**config.mk**
```make
export PLATFORM = sky130hd
export DESIGN_NAME = mult_signed_seq
export DESIGN_NICKNAME = d
export VERILOG_FILES = /design/src/rtl/mult_signed_seq.sv
export SDC_FILE = /design/constraint.sdc
export NUM_CORES = 1
export LEC_CHECK = 0
export CORE_UTILIZATION = 51
export CTS_BUF_LIST = sky130_fd_sc_hd__clkbuf_16
export DETAILED_ROUTE_END_ITERATION = 8
export MAX_ROUTING_LAYER = met4
export PLACE_DENSITY = 0.76
export RECOVER_POWER = 100
export SYNTH_ARGS = -nofsm -noshare
export SYNTH_HDL_FRONTEND = slang
export SYNTH_SLANG_ARGS = --single-unit
```
**constraint.sdc**
```tcl
create_clock -name clk -period 2.96 [get_ports clk]
set_clock_uncertainty 0.1 [all_clocks]
set_input_delay 0.74 -clock clk [delete_from_list [all_inputs] [get_ports clk]]
set_output_delay 0.74 -clock clk [all_outputs]
set_load 0.02 [all_outputs]
```
**src/rtl/mult_signed_seq.sv**
```systemverilog
// Iterative N x N multiplier, signed or unsigned, reducing RPC partial-product rows per cycle
// into a 2N-bit accumulator under a start/done handshake.
module mult_signed_seq #(
  parameter int N   = 4,
  parameter int RPC = 1
) (
  input  logic           clk,
  input  logic           rst_n,
  input  logic           start,
  input  logic           signed_mode,
  input  logic [N-1:0]   a,
  input  logic [N-1:0]   b,
  output logic           busy,
  output logic           done,
  output logic [2*N-1:0] product
);
  localparam int W  = 2 * N;
  localparam int CW = $clog2(N + 1);

  if (N < 2 || !(RPC == 1 || RPC == 2 || RPC == 4) || (N % RPC) != 0) begin : g_bad_params
    $error("mult_signed_seq: need N >= 2, RPC in {1,2,4} and N %% RPC == 0");
  end

  typedef enum logic [1:0] {IDLE, ACC, DONE} state_t;

  state_t          state_q, state_d;
  logic [N-1:0]    a_q, a_d, b_q, b_d;
  logic            sgn_q, sgn_d;
  logic [W-1:0]    acc_q, acc_d;
  logic [CW-1:0]   cnt_q, cnt_d;
  logic [W-1:0]    product_q, product_d;
  logic            busy_q, busy_d;
  logic            done_q, done_d;

  logic [W-1:0]    ext_a;
  logic [W-1:0]    row;
  logic [W-1:0]    acc_sum;
  logic [CW-1:0]   idx;
  logic [CW-1:0]   cnt_nxt;

  always_comb begin
    ext_a   = sgn_q ? {{N{a_q[N-1]}}, a_q} : {{N{1'b0}}, a_q};
    acc_sum = acc_q;
    row     = '0;
    idx     = cnt_q;
    for (int j = 0; j < RPC; j++) begin
      idx = cnt_q + CW'(j);
      row = (|(b_q & (N'(1) << idx))) ? (ext_a << idx) : '0;
      // The MSB of a signed multiplier carries weight -2^(N-1), so its row is negated.
      if (sgn_q && idx == CW'(N - 1)) acc_sum = acc_sum + (~row + W'(1));
      else                            acc_sum = acc_sum + row;
    end
    cnt_nxt = cnt_q + CW'(RPC);
  end

  always_comb begin
    state_d   = state_q;
    a_d       = a_q;
    b_d       = b_q;
    sgn_d     = sgn_q;
    acc_d     = acc_q;
    cnt_d     = cnt_q;
    product_d = product_q;
    busy_d    = busy_q;
    done_d    = 1'b0;
    case (state_q)
      IDLE: begin
        if (start) begin
          a_d     = a;
          b_d     = b;
          sgn_d   = signed_mode;
          acc_d   = '0;
          cnt_d   = '0;
          busy_d  = 1'b1;
          state_d = ACC;
        end
      end
      ACC: begin
        acc_d = acc_sum;
        cnt_d = cnt_nxt;
        if (cnt_nxt == CW'(N)) begin
          product_d = acc_sum;
          busy_d    = 1'b0;
          done_d    = 1'b1;
          state_d   = DONE;
        end
      end
      DONE: begin
        state_d = IDLE;
      end
      default: begin
        busy_d  = 1'b0;
        state_d = IDLE;
      end
    endcase
  end

  always_ff @(posedge clk or negedge rst_n) begin
    if (!rst_n) begin
      state_q   <= IDLE;
      a_q       <= '0;
      b_q       <= '0;
      sgn_q     <= 1'b0;
      acc_q     <= '0;
      cnt_q     <= '0;
      product_q <= '0;
      busy_q    <= 1'b0;
      done_q    <= 1'b0;
    end else begin
      state_q   <= state_d;
      a_q       <= a_d;
      b_q       <= b_d;
      sgn_q     <= sgn_d;
      acc_q     <= acc_d;
      cnt_q     <= cnt_d;
      product_q <= product_d;
      busy_q    <= busy_d;
      done_q    <= done_d;
    end
  end

  assign busy    = busy_q;
  assign done    = done_q;
  assign product = product_q;

endmodule

```
Word level (Yosys, flattened, before mapping)
Index checks and enable logic that the tools add are counted.
Widths: inputs -> output; s select.
- register bits: 32
- input port bits: 12
- output and inout bits: 10
- logic and storage cells: 48
- bitwise operators: 3
- add/subtract/negate cells: 4
- reduce and logical (&&, ||, !) cells: 9
- shifts and indexed selects: 2
- muxes and demuxes: 15
- equal/unequal tests: 6
- operator list (cell ; number):
    $mux 8 ; 4
    $add 8x8->8 ; 2
    $pmux 8 s2 ; 1
    $add 8x1->8 const B ; 1
    $not 8->8 ; 1
    $reduce_and 2->1 ; 4
    $shl 8x3->8 ; 1
    $pmux 3 s2 ; 1
    $and 4x4->4 ; 1
    $mux 1 ; 4
    $mux 2 ; 2
    $ne 2x2->1 const B ; 2
    $pmux 2 s2 ; 1
    $reduce_or 4->1 ; 1
    $shl 1x3->4 const A ; 1
    $add 3x1->3 const B ; 1
    $eq 3x2->1 const B ; 1
    $eq 3x3->1 const B ; 1
    $mux 3 ; 1
    $pmux 1 s3 ; 1
    $reduce_and 3->1 ; 1
    $eq 2x1->1 const B ; 1
    $eq 2x2->1 const B ; 1
    $logic_not 2->1 ; 1
    other kinds (3) ; 3

Longest topological paths before layout
Gate-level depths: netlist of run 1.
- depth after elaboration: 9
- depth in mapped cells: 15

Worst setup path after synthesis of run 1
Ideal clock, no wire load.
- kind: register to register
- from: register cnt_q[0]
- to: register acc_q[4]
- data required time: 2.727 ns
- stages on the path, launching flop included: 15
- library setup time: 0.133 ns
- buffers on the path: 1
- clock period less this slack: 3.182 ns
- arrival time: 2.949 ns
- path slack: -0.222 ns
- cell sequence: dfrtp_1 -> buf_2 -> inv_1 -> ha_1 -> a222oi_1 -> a21oi_1 -> and4_1 -> ha_1 -> fa_1 -> nand2b_1 -> a21oi_1 -> o21a_1 -> a31oi_1 -> xnor2_1 -> o21ai_0
- word-level cells in the longest chain between the ends: 9
- elaborated cells between the ends (all ways): 13
- those cells by class: add/sub: 3; eq/ne: 1; shift: 2; mux: 3; bitwise: 2; reduce/logical: 2
- ends and longest elaborated chain (element ; RTL line ; source):
    start: declaration ; 30 ; logic [CW-1:0] cnt_q, cnt_d;
    start signal: assignment ; 115 ; cnt_q <= cnt_d;
    $shl 1x3->4 ; 48 ; row = (|(b_q & (N'(1) << idx))) ? (ext_a << idx) : '0;
    $and 4x4->4 ; 48 ;
    $reduce_or 4->1 ; 48 ;
    $mux 8 ; 48 ;
    $not 8->8 ; 50 ; if (sgn_q && idx == CW'(N - 1)) acc_sum = acc_sum + (~row + W'(1));
    $add 8x1->8 ; 50 ;
    $add 8x8->8 ; 50 ;
    $mux 8 * ; 50 ;
    $pmux 8 s2 * ; 66 ; case (state_q)
    end signal: assignment ; 104 ; acc_q <= '0;
    end signal: assignment ; 114 ; acc_q <= acc_d;
    end: declaration ; 29 ; logic [W-1:0] acc_q, acc_d;
Every way passes the cells marked *; elsewhere a longest branch is shown, timed or not.
A chain may end at the register's enable or synchronous reset.

Final worst setup path of run 1
- from: register cnt_q[0]
- to: register product_q[7], in the netlist product[7]
- word-level cells in the longest chain between the ends: 8
- elaborated cells between the ends (all ways): 15
- those cells by class: add/sub: 4; eq/ne: 2; shift: 2; mux: 2; bitwise: 2; reduce/logical: 3
- ends and longest elaborated chain (element ; RTL line ; source):
    $shl 1x3->4 ; 48 ;
    $and 4x4->4 ; 48 ;
    $reduce_or 4->1 ; 48 ;
    $mux 8 ; 48 ;
    $not 8->8 ; 50 ;
    $add 8x1->8 ; 50 ;
    $add 8x8->8 ; 50 ;
    $mux 8 ; 50 ;
    end signal: assignment ; 116 ; product_q <= product_d;
    end: declaration ; 31 ; logic [W-1:0] product_q, product_d;
Several ways; a longest one is shown, not always the timed one.

==> results.md, run 1 <==
- Initial antenna violation count: 0
- Top post-synthesis cells by area: dfrtp_1, ha_1, o21ai_0, nand2_1, mux2_2
- Setup Viol. Count Final: 9
- Die ar.: 0.00429 mm^2
- Hold WS: 0.383 ns
- First-pass GRT wire length: 9000 um
- Vias in the first global route: 1,902
- Combinational fraction of design power: 64.4%
- FF-to-FF path depth: 13
- Slew headroom: -9.13%
- Hold Path End: product[0]$_DFFE_PN0P_
- Area Growth Syn to Fin: 38.5%
- Commonest cells after routing, fill and taps aside: nand2_1, buf_4, dfrtp_1
- GRT Total Usage: 29.7%
- Distinct cells, synth: 40
- Commonest non-fill, non-tap cell in the layout: nand2_1
- Clock Sinks: 32
- Yosys warns: 0
- Place WS: -0.298 ns
- DRC viols: 0
- Fmax: 327 MHz
- Reg2reg end: product[7]$_DFFE_PN0P_
- Share of cells above drive strength 1: 28.5%
- Starting Density: 54.5%
- Top cell type's share of synthesized area: 39.0%
- Chip height: 65.5 um
- Worst EP arrival: 3.11 ns
- #FFs+latches synth: 32
- Gpl congestion: 0.925
- Largest net degree at the start of global routing: 33
- Worst hold path type: flip-flop to flip-flop
- Worst flop-to-flop path startpoint: cnt_q[0]$_DFFE_PN0P_
- CP Launch Type: flip-flop
- Status: finished with violations
- Post-route antenna net violation count: 0
- Fin crit share: 103%
- IR drop worst, VDD: 0.715 mV
- Mean Syn Cell Area: 9.18 um^2
- Share of power burned in the clock network: 12.9%
- TritonCTS Buffers: 5
- Worst EP required: 3.01 ns
- Clock transition at the registers of the reported paths: 0.05 ns
- Post-Syn Nets: 258
- Post-synth EDFFs: 0
- Row cnt: 22
- Internal power: 2.02 mW
- Crit-path max FO: 5
- Slew Limit Fails: 33
- Ant diodes: 0
- FF-to-FF setup slack: -0.1 ns
- CTS H-Tree Depth: 2
- Hold Fails Final Rpt: 0
- Clk root buf: clkbuf_16
- Hold depth: 2
- Net Sw Frac: 44.3%
- Psw: 1.61 mW
- Post-Route WL: 5680 um
- Part of the power in registers: 22.8%
- Post-synth top area cell: dfrtp_1
- CP Capture Type: flip-flop
- RSZ-0062 raised after global routing: true
- Failing checks: capacitance limit, slew limit, setup timing
- DPL Wire Length: 3750 um
- Gr ovfl total: 0
- Drt first pass iters: 5
- Port Buffer Count: 21
- Clk buf depth: 2
- Final Total Pwr: 3.63 mW
- Final WS setup: -0.0962 ns
- Clk_lat worst skew: 0.27 ns
- Max-Cap Viols: 1
- Fin nets: 311
- Mapped Area: 0.00206 mm^2
- Vias/cell: 5.85
- Fin crit period: 3.06 ns
- Syn Inst Count: 224
- Post-CTS Hold Buffers: 0
- Core area: 0.00377 mm^2
- Setup TNS after final layout: -0.516 ns
- TritonCTS clock tree: yes
- Initial DRC Count: 123
- Sequential share of the synthesized area: 39.0%
- Worst-margin pin slew: 1.64 ns
- Ports: 22
- Final core occ: 75.5%
- P_leak: 1.35 nW
- Die Wd: 65.5 um
- Crit Path Category: flip-flop to flip-flop
- WL per Instance: 17.5 um
- Vias: 1,900
- Top_reg_cell synth: dfrtp_1
- Async S/R FF share, synth: 100%
- HP Start: product[0]$_DFFE_PN0P_
- PD cells: 1270 mW/mm^2
## through the flow
stage	instance area (um^2)	std cells
final	2850	325
after detailed placement	2560	315
after global routing	2850	325
after CTS	2810	324
after global placement	2560	315
after floorplan	2110	224
## power by group through the flow
stage	combinational [mW]	sequential (mW)	clock (mW)
global route	2.52	0.848	0.492
floorplan	1.17	0.820	0
global placement	1.89	0.808	0
detailed placement	1.95	0.817	0
finish	2.33	0.826	0.467
CTS	2.19	0.820	0.466
## state kept, by name, summed over array words and instances (netlist names)
signal,flops
a_q,4
acc_q,8
b_q,4
busy,1
cnt_q,3
done,1
product,8
sgn_q,1
state_q,2
## cells in the mapped netlist, drive strengths merged, types with 4 or more instances
master and number:
nor2b 4, dfrtp 32, nand2 33, nor2 5, a21oi 13, o21ai 29
mux2 9, xnor2 5, ha 20, clkbuf 7, inv 20, nand2b 5
mux2i 6
## per-layer routing
layer,vias to the layer above,GRT usage (%),routed length (um)
met3,22,6.94,309
met1,910,36.0,2360
li1,878,-,-
met4,0,11.4,177
met5,-,-,0
met2,90,48.1,2830
## what timing repair did
item,4_1_cts,5_1_grt
pin swaps,18,5
endpoints found under the hold margin,0,0
resized for setup,25,9
setup buffers,5,1
setup endpoints to repair,11,11
## area by class of cell
class / instances / area (um^2)
Fill cell: 233 / 925
Inverter: 20 / 82.6
Clock inverter: 2 / 7.51
Clock buffer: 5 / 125
Tap cell: 48 / 60.1
Multi-Input combinational cell: 163 / 1310
Timing Repair Buffer: 55 / 454
Sequential cell: 32 / 803
## critical path: stages, from the launching register on
cell and delay, ns:
dfrtp_2 0.44, inv_6 0.05, ha_4 0.15, a222oi_1 0.34, buf_4 0.22, o21ai_2 0.07, o211ai_1 0.16, ha_2 0.38
nor2_2 0.16, o221ai_4 0.15, a211oi_4 0.30, o32ai_4 0.13, xnor2_4 0.18, o21ai_1 0.10
## kinds of logic (layout without fill, tap and decap cells)
family	after synthesis	after routing	synth area share, %
AOI/OAI and AO/OA	63	63	18.3
xor gates and xnor gates	7	7	2.98
adders and majority gates	22	22	14.1
buffers and inverters	29	82	5.42
DFF	32	32	39.0
muxes	15	15	7.85
and+or+nand+nor	56	56	12.4
## how the worst max path moves through the flow
stage	start	end	slack, ns	depth (start not counted)
2_1_floorplan	cnt_q[0]$_DFFE_PN0P_	product[4]$_DFFE_PN0P_	-0.03	14
3_3_place_gp	cnt_q[0]$_DFFE_PN0P_	acc_q[6]$_DFFE_PN0P_	-0.20	14
3_5_place_dp	cnt_q[1]$_DFFE_PN0P_	acc_q[6]$_DFFE_PN0P_	-0.30	14
4_1_cts	cnt_q[0]$_DFFE_PN0P_	acc_q[6]$_DFFE_PN0P_	-0.05	15
5_1_grt	cnt_q[0]$_DFFE_PN0P_	product[7]$_DFFE_PN0P_	-0.23	13
6_report	cnt_q[0]$_DFFE_PN0P_	product[7]$_DFFE_PN0P_	-0.1	13
Note: power is estimated with default switching activity, not from simulation.
==> run 2, diff against run 1 <==
--- a/config.mk
+++ b/config.mk
@@ -5,11 +5,11 @@
 export SDC_FILE = /design/constraint.sdc
 export NUM_CORES = 1
 export LEC_CHECK = 0
-export CORE_UTILIZATION = 51
+export CORE_UTILIZATION = 56
 export CTS_BUF_LIST = sky130_fd_sc_hd__clkbuf_16
 export DETAILED_ROUTE_END_ITERATION = 8
 export MAX_ROUTING_LAYER = met4
-export PLACE_DENSITY = 0.76
+export PLACE_DENSITY = 0.79
 export RECOVER_POWER = 100
 export SYNTH_ARGS = -nofsm -noshare
 export SYNTH_HDL_FRONTEND = slang
==> constraint.sdc (replaced) <==
create_clock -name clk -period 3.48 [get_ports clk]
set_clock_uncertainty 0.1 [all_clocks]
set_input_delay 0.87 -clock clk [delete_from_list [all_inputs] [get_ports clk]]
set_output_delay 0.87 -clock clk [all_outputs]
set_load 0.02 [all_outputs]
==> results.md, run 2 (synthesis gave the netlist of run 1 again) <==
- Vias in the first global route: 1,625
- PD cells: 999 mW/mm^2
- Starting Density: 60.2%
- Fin crit period: 3.29 ns
- Commonest cells after routing, fill and taps aside: nand2_1, dfrtp_1, o21ai_0
- Vias: 1,691
- GRT Total Usage: 26.1%
- Clk buf depth: 2
- Clk_lat worst skew: 0.27 ns
- Commonest non-fill, non-tap cell in the layout: nand2_1
- Status: finished with violations
- Gr ovfl total: 0
- Fin crit share: 94.5%
- Fillers: 258
- Setup Viol. Count Final: 0
- Fin nets: 284
- Chip height: 62.6 um
- Placed Area: 0.00233 mm^2
- Core area: 0.00342 mm^2
- Reg2reg end: acc_q[6]$_DFFE_PN0P_
- First-pass GRT wire length: 7640 um
- Post-route antenna net violation count: 0
- Net Sw Frac: 44.2%
- Worst EP arrival: 3.32 ns
- Hold Path End: product[1]$_DFFE_PN0P_
- Max-Cap Viols: 1
- Row cnt: 21
- Area Growth Syn to Fin: 21.0%
- WL per Instance: 15.5 um
- Internal power: 1.39 mW
- Clock transition at the registers of the reported paths: 0.05 ns
- CTS H-Tree Depth: 2
- Worst hold path type: flip-flop to flip-flop
- Initial DRC Count: 72
- Fmax: 304 MHz
- Clk root buf: clkbuf_16
- Ant diodes: 0
- CP Capture Type: flip-flop
- Clock Sinks: 32
- Critical path's top delay family: adder cells
- Initial antenna violation count: 0
- Non-filler cells, final: 296
- Share of cells above drive strength 1: 10.8%
- CP Launch Type: flip-flop
- Hold depth: 2
- TritonCTS Buffers: 5
- Post-Route WL: 4580 um
- Worst-margin pin slew: 1.70 ns
- Ports: 22
- Worst EP required: 3.51 ns
- Crit path buf inv count: 1
- TritonCTS clock tree: yes
- Worst flop-to-flop path startpoint: cnt_q[0]$_DFFE_PN0P_
- P_leak: 1.20 nW
- Die Wd: 62.6 um
- Dpl cells: 288
- Hold Fails Final Rpt: 0
- Vias/cell: 5.71
- IR drop worst, VDD: 0.572 mV
- Slew headroom: -13.1%
- Crit-path max cell delay: 0.43 ns
- Crit Path Category: flip-flop to flip-flop
- Final instance area: 0.00249 mm^2
- Final core occ: 72.8%
- Slew Limit Fails: 33
- CP max-delay cell: dfrtp_1
- DRC viols: 0
- Largest net degree at the start of global routing: 33
- Failing checks: capacitance limit, slew limit
- DPL Wire Length: 3240 um
- Post-CTS Hold Buffers: 0
- Share of power burned in the clock network: 15.9%
- Die ar.: 0.00392 mm^2
- HP Start: product[1]$_DFFE_PN0P_
- Combinational fraction of design power: 56.5%
- Port Buffer Count: 21
- Psw: 1.10 mW
- FF-to-FF path depth: 14
- Part of the power in registers: 27.5%
- Crit path cell chain: ha_1 -> ha_2 -> nand2_1 -> a21oi_2 -> and4_1 -> ha_1 -> inv_1 -> fa_1 -> a21o_1 -> a21oi_1 -> o41ai_1 -> a21oi_1 -> xor2_1 -> o21ai_0
- FF-to-FF setup slack: 0.19 ns
- Drt first pass iters: 4
- Crit-path max FO: 6
- Gpl congestion: 0.959
- Final Total Pwr: 2.49 mW
[run 2: changes by cell type in the layout (fill, tap and decap cells not counted), moves of 3 or more]
cell and delta:
buf_4 -27, o21ai_0 +8, o21ai_1 -6, ha_1 +5, a21oi_1 +4, ha_2 -4, a21oi_2 -3
[run 2: routing by layer]
metal / GRT usage (%) / part of all wire [%] / wire length [um]
met5: - / 0 / 0
met4: 9.59 / 2.2 / 101
met3: 3.83 / 3.7 / 169
met2: 40.5 / 47 / 2180
met1: 34.9 / 47 / 2140
[run 2: power by group through the flow]
| stage | Combinational, mW | Clock [mW] | Sequential, mW |
|---|---|---|---|
| after global placement | 1.32 | 0 | 0.684 |
| after detailed placement | 1.34 | 0 | 0.688 |
| after floorplan | 0.940 | 0 | 0.692 |
| after global routing | 1.57 | 0.414 | 0.706 |
| final | 1.40 | 0.396 | 0.685 |
| after CTS | 1.36 | 0.401 | 0.683 |
[run 2: worst reg2reg max path: cells and delay by family (launching register included)]
kind,cells,cell delay [ns]
DFF,1,0.43
adders and majority gates,4,1.07
buffers and inverters,1,0.06
AOI/OAI and AO/OA,6,0.90
and+or+nand+nor,2,0.38
xor gates and xnor gates,1,0.18
[run 2: timing repair]
item                                    4_1_cts  5_1_grt
hold endpoints to repair                      0        0
gates resized for setup                       0        7
endpoints found under the setup margin        0        9
buffers inserted                              0        1
[run 2: final cells by class]
class | instances | area [um^2] | area share, %
inverter | 20 | 75.1 | 3.02
clock buffer | 5 | 125 | 5.03
timing repair buffer | 28 | 251 | 10.1
sequential | 32 | 802 | 32.2
multi-input combinational | 163 | 1170 | 47.0
tap | 46 | 57.6 | 2.31
clock inverter | 2 | 7.51 | 0.302
[run 2: through the flow]
stage | TNS (ns) | worst slack (ns) | hold slack [ns]
after floorplan | 0 | 0.298 | 0.374
after global placement | 0 | 0.143 | 0.362
after detailed placement | 0 | 0.0943 | 0.371
after CTS | 0 | 0.0559 | 0.382
after global routing | -0.0896 | -0.0534 | 0.392
final | 0 | 0.190 | 0.376
[run 2: worst max-delay path by stage]
stage | end | startpoint | depth (start not counted)
2_1_floorplan | acc_q[4]$_DFFE_PN0P_ | cnt_q[0]$_DFFE_PN0P_ | 14
3_3_place_gp | acc_q[7]$_DFFE_PN0P_ | cnt_q[0]$_DFFE_PN0P_ | 14
3_5_place_dp | acc_q[7]$_DFFE_PN0P_ | cnt_q[0]$_DFFE_PN0P_ | 14
4_1_cts | product[7]$_DFFE_PN0P_ | cnt_q[0]$_DFFE_PN0P_ | 14
5_1_grt | acc_q[6]$_DFFE_PN0P_ | cnt_q[0]$_DFFE_PN0P_ | 14
6_report | acc_q[6]$_DFFE_PN0P_ | cnt_q[0]$_DFFE_PN0P_ | 14
